$ cat config.mk
export PLATFORM = sky130hd
export DESIGN_NAME = pc_stack
export DESIGN_NICKNAME = d
export VERILOG_FILES = /design/src/rtl/pc_pkg.sv /design/src/rtl/pc_stack_ret_stack.sv /design/src/rtl/pc_stack.sv
export SDC_FILE = /design/constraint.sdc
export NUM_CORES = 1
export LEC_CHECK = 0
export BUFFER_PORTS_ARGS = -buffer_cell sky130_fd_sc_hd__buf_2
export CORE_UTILIZATION = 49
export DETAILED_ROUTE_END_ITERATION = 12
export PLACE_DENSITY = 0.7
export SLEW_MARGIN = 20
export SYNTH_ARGS = -nofsm -noshare
export SYNTH_HDL_FRONTEND = slang
export SYNTH_SLANG_ARGS = --single-unit
$ cat constraint.sdc
create_clock -name clk -period 2.86 [get_ports clk]
set_clock_uncertainty 0.15 [all_clocks]
set_input_delay 0.286 -clock clk [delete_from_list [all_inputs] [get_ports clk]]
set_output_delay 0.286 -clock clk [all_outputs]
set_load 0.03 [all_outputs]
$ cat src/rtl/pc_pkg.sv
// Shared types for the program counter / return-stack block.
package pc_pkg;

  typedef enum logic [1:0] {
    PC_NEXT = 2'd0,
    PC_JUMP = 2'd1,
    PC_CALL = 2'd2,
    PC_RET  = 2'd3
  } pc_op_t;

  typedef enum logic [2:0] {
    J_ALWAYS = 3'd0,
    J_Z      = 3'd1,
    J_NZ     = 3'd2,
    J_LT     = 3'd3,
    J_GE     = 3'd4,
    J_LE     = 3'd5,
    J_C      = 3'd6,
    J_NC     = 3'd7
  } jcond_t;

  typedef enum logic [1:0] {
    F_NONE      = 2'd0,
    F_OVERFLOW  = 2'd1,
    F_UNDERFLOW = 2'd2
  } fault_t;

  typedef enum logic {
    RUN   = 1'b0,
    FAULT = 1'b1
  } pc_state_t;

  // Jump condition evaluation from the ALU flags (lt = s^o is signed less-than).
  function automatic logic cond_taken(input jcond_t c, input logic z, input logic s,
                                      input logic o, input logic cy);
    logic lt;
    lt = s ^ o;
    case (c)
      J_ALWAYS: cond_taken = 1'b1;
      J_Z:      cond_taken = z;
      J_NZ:     cond_taken = !z;
      J_LT:     cond_taken = lt;
      J_GE:     cond_taken = !lt;
      J_LE:     cond_taken = z | lt;
      J_C:      cond_taken = cy;
      J_NC:     cond_taken = !cy;
      default:  cond_taken = 1'b0;
    endcase
  endfunction

endpackage

$ cat src/rtl/pc_stack_ret_stack.sv
// Register-array LIFO holding return addresses. push and pop are exclusive.
module ret_stack
  import pc_pkg::*;
#(
  parameter int A_WIDTH = 8,
  parameter int DEPTH   = 4
) (
  input  logic                         clk,
  input  logic                         rst,
  input  logic                         push,
  input  logic                         pop,
  input  logic [A_WIDTH-1:0]           din,
  output logic [A_WIDTH-1:0]           top,
  output logic [$clog2(DEPTH+1)-1:0]   count,
  output logic                         full,
  output logic                         empty
);

  localparam int CW = $clog2(DEPTH+1);
  localparam int IW = $clog2(DEPTH);

  logic [A_WIDTH-1:0] mem [DEPTH];
  logic [CW-1:0]      cnt_m1;

  assign cnt_m1 = count - CW'(1);
  assign top    = mem[cnt_m1[IW-1:0]];
  assign full   = (count == CW'(DEPTH));
  assign empty  = (count == '0);

  // Occupancy counter; guarded so a stray push/pop never wraps it.
  always_ff @(posedge clk or posedge rst) begin
    if (rst)                count <= '0;
    else if (push && !full) count <= count + CW'(1);
    else if (pop && !empty) count <= cnt_m1;
  end

  // Entry storage; contents are don't-care after reset so no reset here.
  always_ff @(posedge clk) begin
    if (push && !full) mem[count[IW-1:0]] <= din;
  end

endmodule

$ cat src/rtl/pc_stack.sv
// Fetch-stage program counter with conditional jumps, CALL/RET return stack,
// stall and a sticky fault state left only by reset.
module pc_stack
  import pc_pkg::*;
#(
  parameter int A_WIDTH = 8,
  parameter int DEPTH   = 4
) (
  input  logic                        clk,
  input  logic                        rst,
  input  logic                        stall,
  input  pc_op_t                      op,
  input  jcond_t                      cond,
  input  logic                        rel,
  input  logic [A_WIDTH-1:0]          target,
  input  logic                        flag_z,
  input  logic                        flag_s,
  input  logic                        flag_o,
  input  logic                        flag_c,
  output logic [A_WIDTH-1:0]          addr,
  output logic [$clog2(DEPTH+1)-1:0]  sp,
  output logic                        fault,
  output fault_t                      fault_code
);

  pc_state_t          state, state_n;
  fault_t             code_n;
  logic [A_WIDTH-1:0] addr_n, inc, tgt, top;
  logic               push, pop, full, empty;

  // Same-width add is exactly the sign-extended offset modulo 2^A_WIDTH.
  assign inc   = addr + A_WIDTH'(1);
  assign tgt   = rel ? (addr + target) : target;
  assign fault = (state == FAULT);

  ret_stack #(.A_WIDTH(A_WIDTH), .DEPTH(DEPTH)) u_stack (
    .clk   (clk),
    .rst   (rst),
    .push  (push),
    .pop   (pop),
    .din   (inc),
    .top   (top),
    .count (sp),
    .full  (full),
    .empty (empty)
  );

  // State, PC and fault code registers.
  always_ff @(posedge clk or posedge rst) begin
    if (rst) begin
      state      <= RUN;
      addr       <= '0;
      fault_code <= F_NONE;
    end else begin
      state      <= state_n;
      addr       <= addr_n;
      fault_code <= code_n;
    end
  end

  // Next-state / next-PC decode; stall and FAULT both hold everything.
  always_comb begin
    state_n = state;
    addr_n  = addr;
    code_n  = fault_code;
    push    = 1'b0;
    pop     = 1'b0;
    if (state == RUN && !stall) begin
      case (op)
        PC_NEXT: addr_n = inc;
        PC_JUMP: addr_n = cond_taken(cond, flag_z, flag_s, flag_o, flag_c) ? tgt : inc;
        PC_CALL: begin
          if (full) begin
            state_n = FAULT;
            code_n  = F_OVERFLOW;
          end else begin
            push   = 1'b1;
            addr_n = tgt;
          end
        end
        PC_RET: begin
          if (empty) begin
            state_n = FAULT;
            code_n  = F_UNDERFLOW;
          end else begin
            pop    = 1'b1;
            addr_n = top;
          end
        end
        default: addr_n = addr;
      endcase
    end
  end

endmodule

==> flow_summary_export.csv <==
group,metric,value,unit
synth,yosysSeqAreaShare,0.477,
grt,grt_pass1_vias,1915,
synth,syn_area_per_cell,11.4,um2
clock_network,cts_max_level,2,
sta,worst_pin_slew,623,ps
worst_setup_path,required,2880,ps
sta,rsz0062_at_grt,"false",
finish,fillers,462,
grt,grt_overflow,0,
placement,placed_cell_area,0.00301,mm2
worst_setup_path,cp_slowest_stage_delay,450,ps
worst_setup_path,crit_path_cell_trace,"ha_1, inv_1, fa_1, nor2b_1, o31a_1, o21ai_0, and4b_1, o31ai_1, a41oi_1",
die,start_util,0.522,
synth,synth_cell_type_count,55,
clock_network,cts_tree,"built",
finish,fin_area,0.00310,mm2
sta,layout_min_cycle_time,2450,ps
sta,tns,0,ps
synth,yosys-top-cells-area,"edfxtp_1, dfrtp_1, mux4_2, ha_1, nand2_1",
sta,drv_slew,0,
worst_setup_path,cp.buffers_inverters,1,
route,drc,0,
synth,synth-compound-area-share,0.154,
finish,n_antenna_cell,0,
pwr,vdd_drop_max,0.000486,V
worst_setup_path,cp_top_family,"compound AO/OA/AOI/OAI gates",
synth,ys_warn_count,0,
finish,nets,316,
sta,finalSetupViolations,0,
grt,grt_start_max_net_pins,18,
worst_setup_path,start_kind,"flip-flop",
worst_setup_path,worstSetupPathType,"flip-flop to flip-flop",
synth,synth_nets,277,
die,coreArea,0.00527,mm2
synth,syn_area,0.00275,mm2
clock_network,cts_sinks,46,
die,io-pin-count,35,
grt,grt_pass1_wl,9.49,mm
finish,drive_gt1_frac,0.224,
grt,grt_use_total,0.211,
route,wl_per_cell,16.2,um
synth,synth_mux_area_frac,0.101,
worst_setup_path,crit_fanout,7,
outcome,outcome,"completed",
synth,synth_top_area_cell,"edfxtp_1",
worst_setup_path,worstPathArrival,2470,ps
worst_setup_path,end_kind,"flip-flop",
synth,synth_xor_area_frac,0.0255,
synth,synth_top_family_by_area,"compound AO/OA/AOI/OAI gates",
clock_network,root_buffer,"clkbuf_8",
route,vias,1998,
clock_network,cts_buffer_depth,2,
route,drtAntennaViolNets,0,
synth,synth-seq-cells,46,
route,first_pass_iters,4,
sta,worst_slack,407,ps
die,die_y,76.9,um
route,drt_wl_total,5.67,mm
finish,syn_to_final_growth,12.7,%
synth,synth.top_cell.area_share,0.349,
placement,hpwl,4.27,mm
clock_network,worstSkewPairLatency,300,ps
worst_setup_path,critPathSlowestCell,"dfrtp_1",
pwr,p_leak,1.23,nW
die,die_w,76.9,um
placement,pre_cts_ws,447,ps
sta,fin_crit_sh,0.858,
min_path,hp-class,"input port to flip-flop",
route,viasPerCell,5.69,
placement,numPortBuffers,34,
run,maxCapViolCount,0,
placement,gp_congestion,0.869,
die,die_area,0.00592,mm2
clock_network,cts_inserted_buffers,5,
synth,syn_inst,241,
synth,yosys.area_share.simple,0.140,
grt,antenna_found_initial,0,
sta,hold_viol,0,
route,first_iter_violations,123,
finish,utilization,0.589,
sta,maxClockFrequency,408,MHz
clock_network,clk_pin_slew,90,ps
sta,slew_headroom,0.584,
die,row_count,26,
pwr,powerDensity,922,mW/mm2
synth,synthAdderAreaFrac,0.0709,
[per-layer routing]
layer,up-vias,routed length (um),track usage
met1,957,2540,0.280
met3,0,299,0.0476
met5,-,0,0
met4,0,0,0.0346
li1,988,-,-
met2,53,2830,0.355
[what timing repair did]
action,CTS,global route
resized for setup,0,0
hold endpoints to repair,14,0
hold buffers,1,0
setup buffers,0,0
[stage by stage]
step           cells  hold WS (ps)  total power, W
2_1_floorplan    241          25.2         0.00210
3_3_place_gp     342           230         0.00247
3_5_place_dp     342           233         0.00249
4_1_cts          351          30.0         0.00289
5_1_grt          351          22.7         0.00307
6_report         351          36.0         0.00286
[layout make-up]
type | count | area [um2] | share of cell area
Multi-Input combinational cell | 173 | 1350 | 0.435
Timing Repair Buffer | 39 | 210 | 0.0678
Tap cell | 70 | 87.6 | 0.0282
Inverter | 15 | 56.3 | 0.0182
Clock inverter | 2 | 13.8 | 0.00444
Clock buffer | 6 | 72.6 | 0.0234
Sequential cell | 46 | 1310 | 0.423
[where the power goes]
| part | internal [W] | total, W | switching [W] | leakage, nW |
|---|---|---|---|---|
| registers | 0.000906 | 0.00102 | 0.000109 | 0.450 |
| logic | 0.000592 | 0.00145 | 0.000862 | 0.738 |
| clock network | 0.000173 | 0.000391 | 0.000219 | 0.0452 |
| total | 0.00167 | 0.00286 | 0.00119 | 1.23 |
[Yosys cell counts, drive strengths merged]
library cell   n
edfxtp        32
nand2         24
nor2          17
dfrtp         14
ha            14
inv           12
a21oi         11
nor3          10
o21ai          9
mux4           8
mux2i          7
a31oi          6
a211oi         5
nand3          5
nor2b          5
o211ai         5
xnor2          5
and2           4
buf            4
clkbuf         3
clkinv         3
nand2b         3
xor2           3
a221oi         2
and3           2
mux2           2
nand3b         2
o21bai         2
o2bb2ai        2
o311ai         2
o31a           2
o31ai          2
or3            2
a211o          1
a21boi         1
a21o           1
a221o          1
a41oi          1
and4b          1
and4bb         1
fa             1
nor3b          1
o2111ai        1
o211a          1
o21a           1
[cell families after synthesis]
group                    after synthesis
AND/OR/NAND/NOR                       77
AO/OA/AOI/OAI                         56
flip-flops                            46
buffers and inverters                 22
multiplexers                          17
adder cells (fa/ha/maj)               15
XOR/XNOR                               8
[worst register-to-register path, stage by stage, from the launching register on]
cell     delay, ps
dfrtp_1        450
ha_1           230
inv_1           60
fa_1           380
nor2b_1        200
o31a_1         180
o21ai_0        100
and4b_1        190
o31ai_1        230
a41oi_1        140
[placed cells by master, fill, tap and decap left out, types with 2 or more instances in the layout]
master,instances
o31ai_1,2
dfrtp_1,14
a31oi_1,6
o2bb2ai_1,2
o21bai_1,2
inv_1,12
and2_1,4
nor2_1,17
ha_1,14
o31a_1,2
clkbuf_8,5
a21oi_1,11
a211oi_1,5
nor3_1,10
xnor2_1,5
and3_1,2
mux2i_1,7
o21ai_0,5
buf_4,4
mux4_2,8
o211ai_1,4
nand2_1,24
nand3b_1,2
buf_2,34
o21ai_1,2
or3_1,2
nand3_1,5
nand2b_1,3
xor2_1,3
edfxtp_1,32
o21ai_2,2
nor2b_1,3
clkinv_1,3
[state kept, by name, summed over array words and instances, names as in the netlist]
name and cells:
addr 8, fault 1, fault_code 2, u_stack.count 3, u_stack.mem 32
[path summary, 6_finish.rpt]
path | start | slack (ps) | cells past startpoint | to
min reg2reg | fault$_DFFE_PP0P_ | 390 | 1 | fault$_DFFE_PP0P_
min in group asynchronous | rst | 440 | 3 | u_stack.count[2]$_DFFE_PP0P_
max in group asynchronous | rst | 1710 | 3 | addr[3]$_DFFE_PP0P_
max reg2reg | addr[0]$_DFFE_PP0P_ | 410 | 9 | addr[6]$_DFFE_PP0P_
min | stall | 40 | 2 | fault$_DFFE_PP0P_
max | addr[0]$_DFFE_PP0P_ | 410 | 9 | addr[6]$_DFFE_PP0P_
Power figures use the tool's default switching activity.
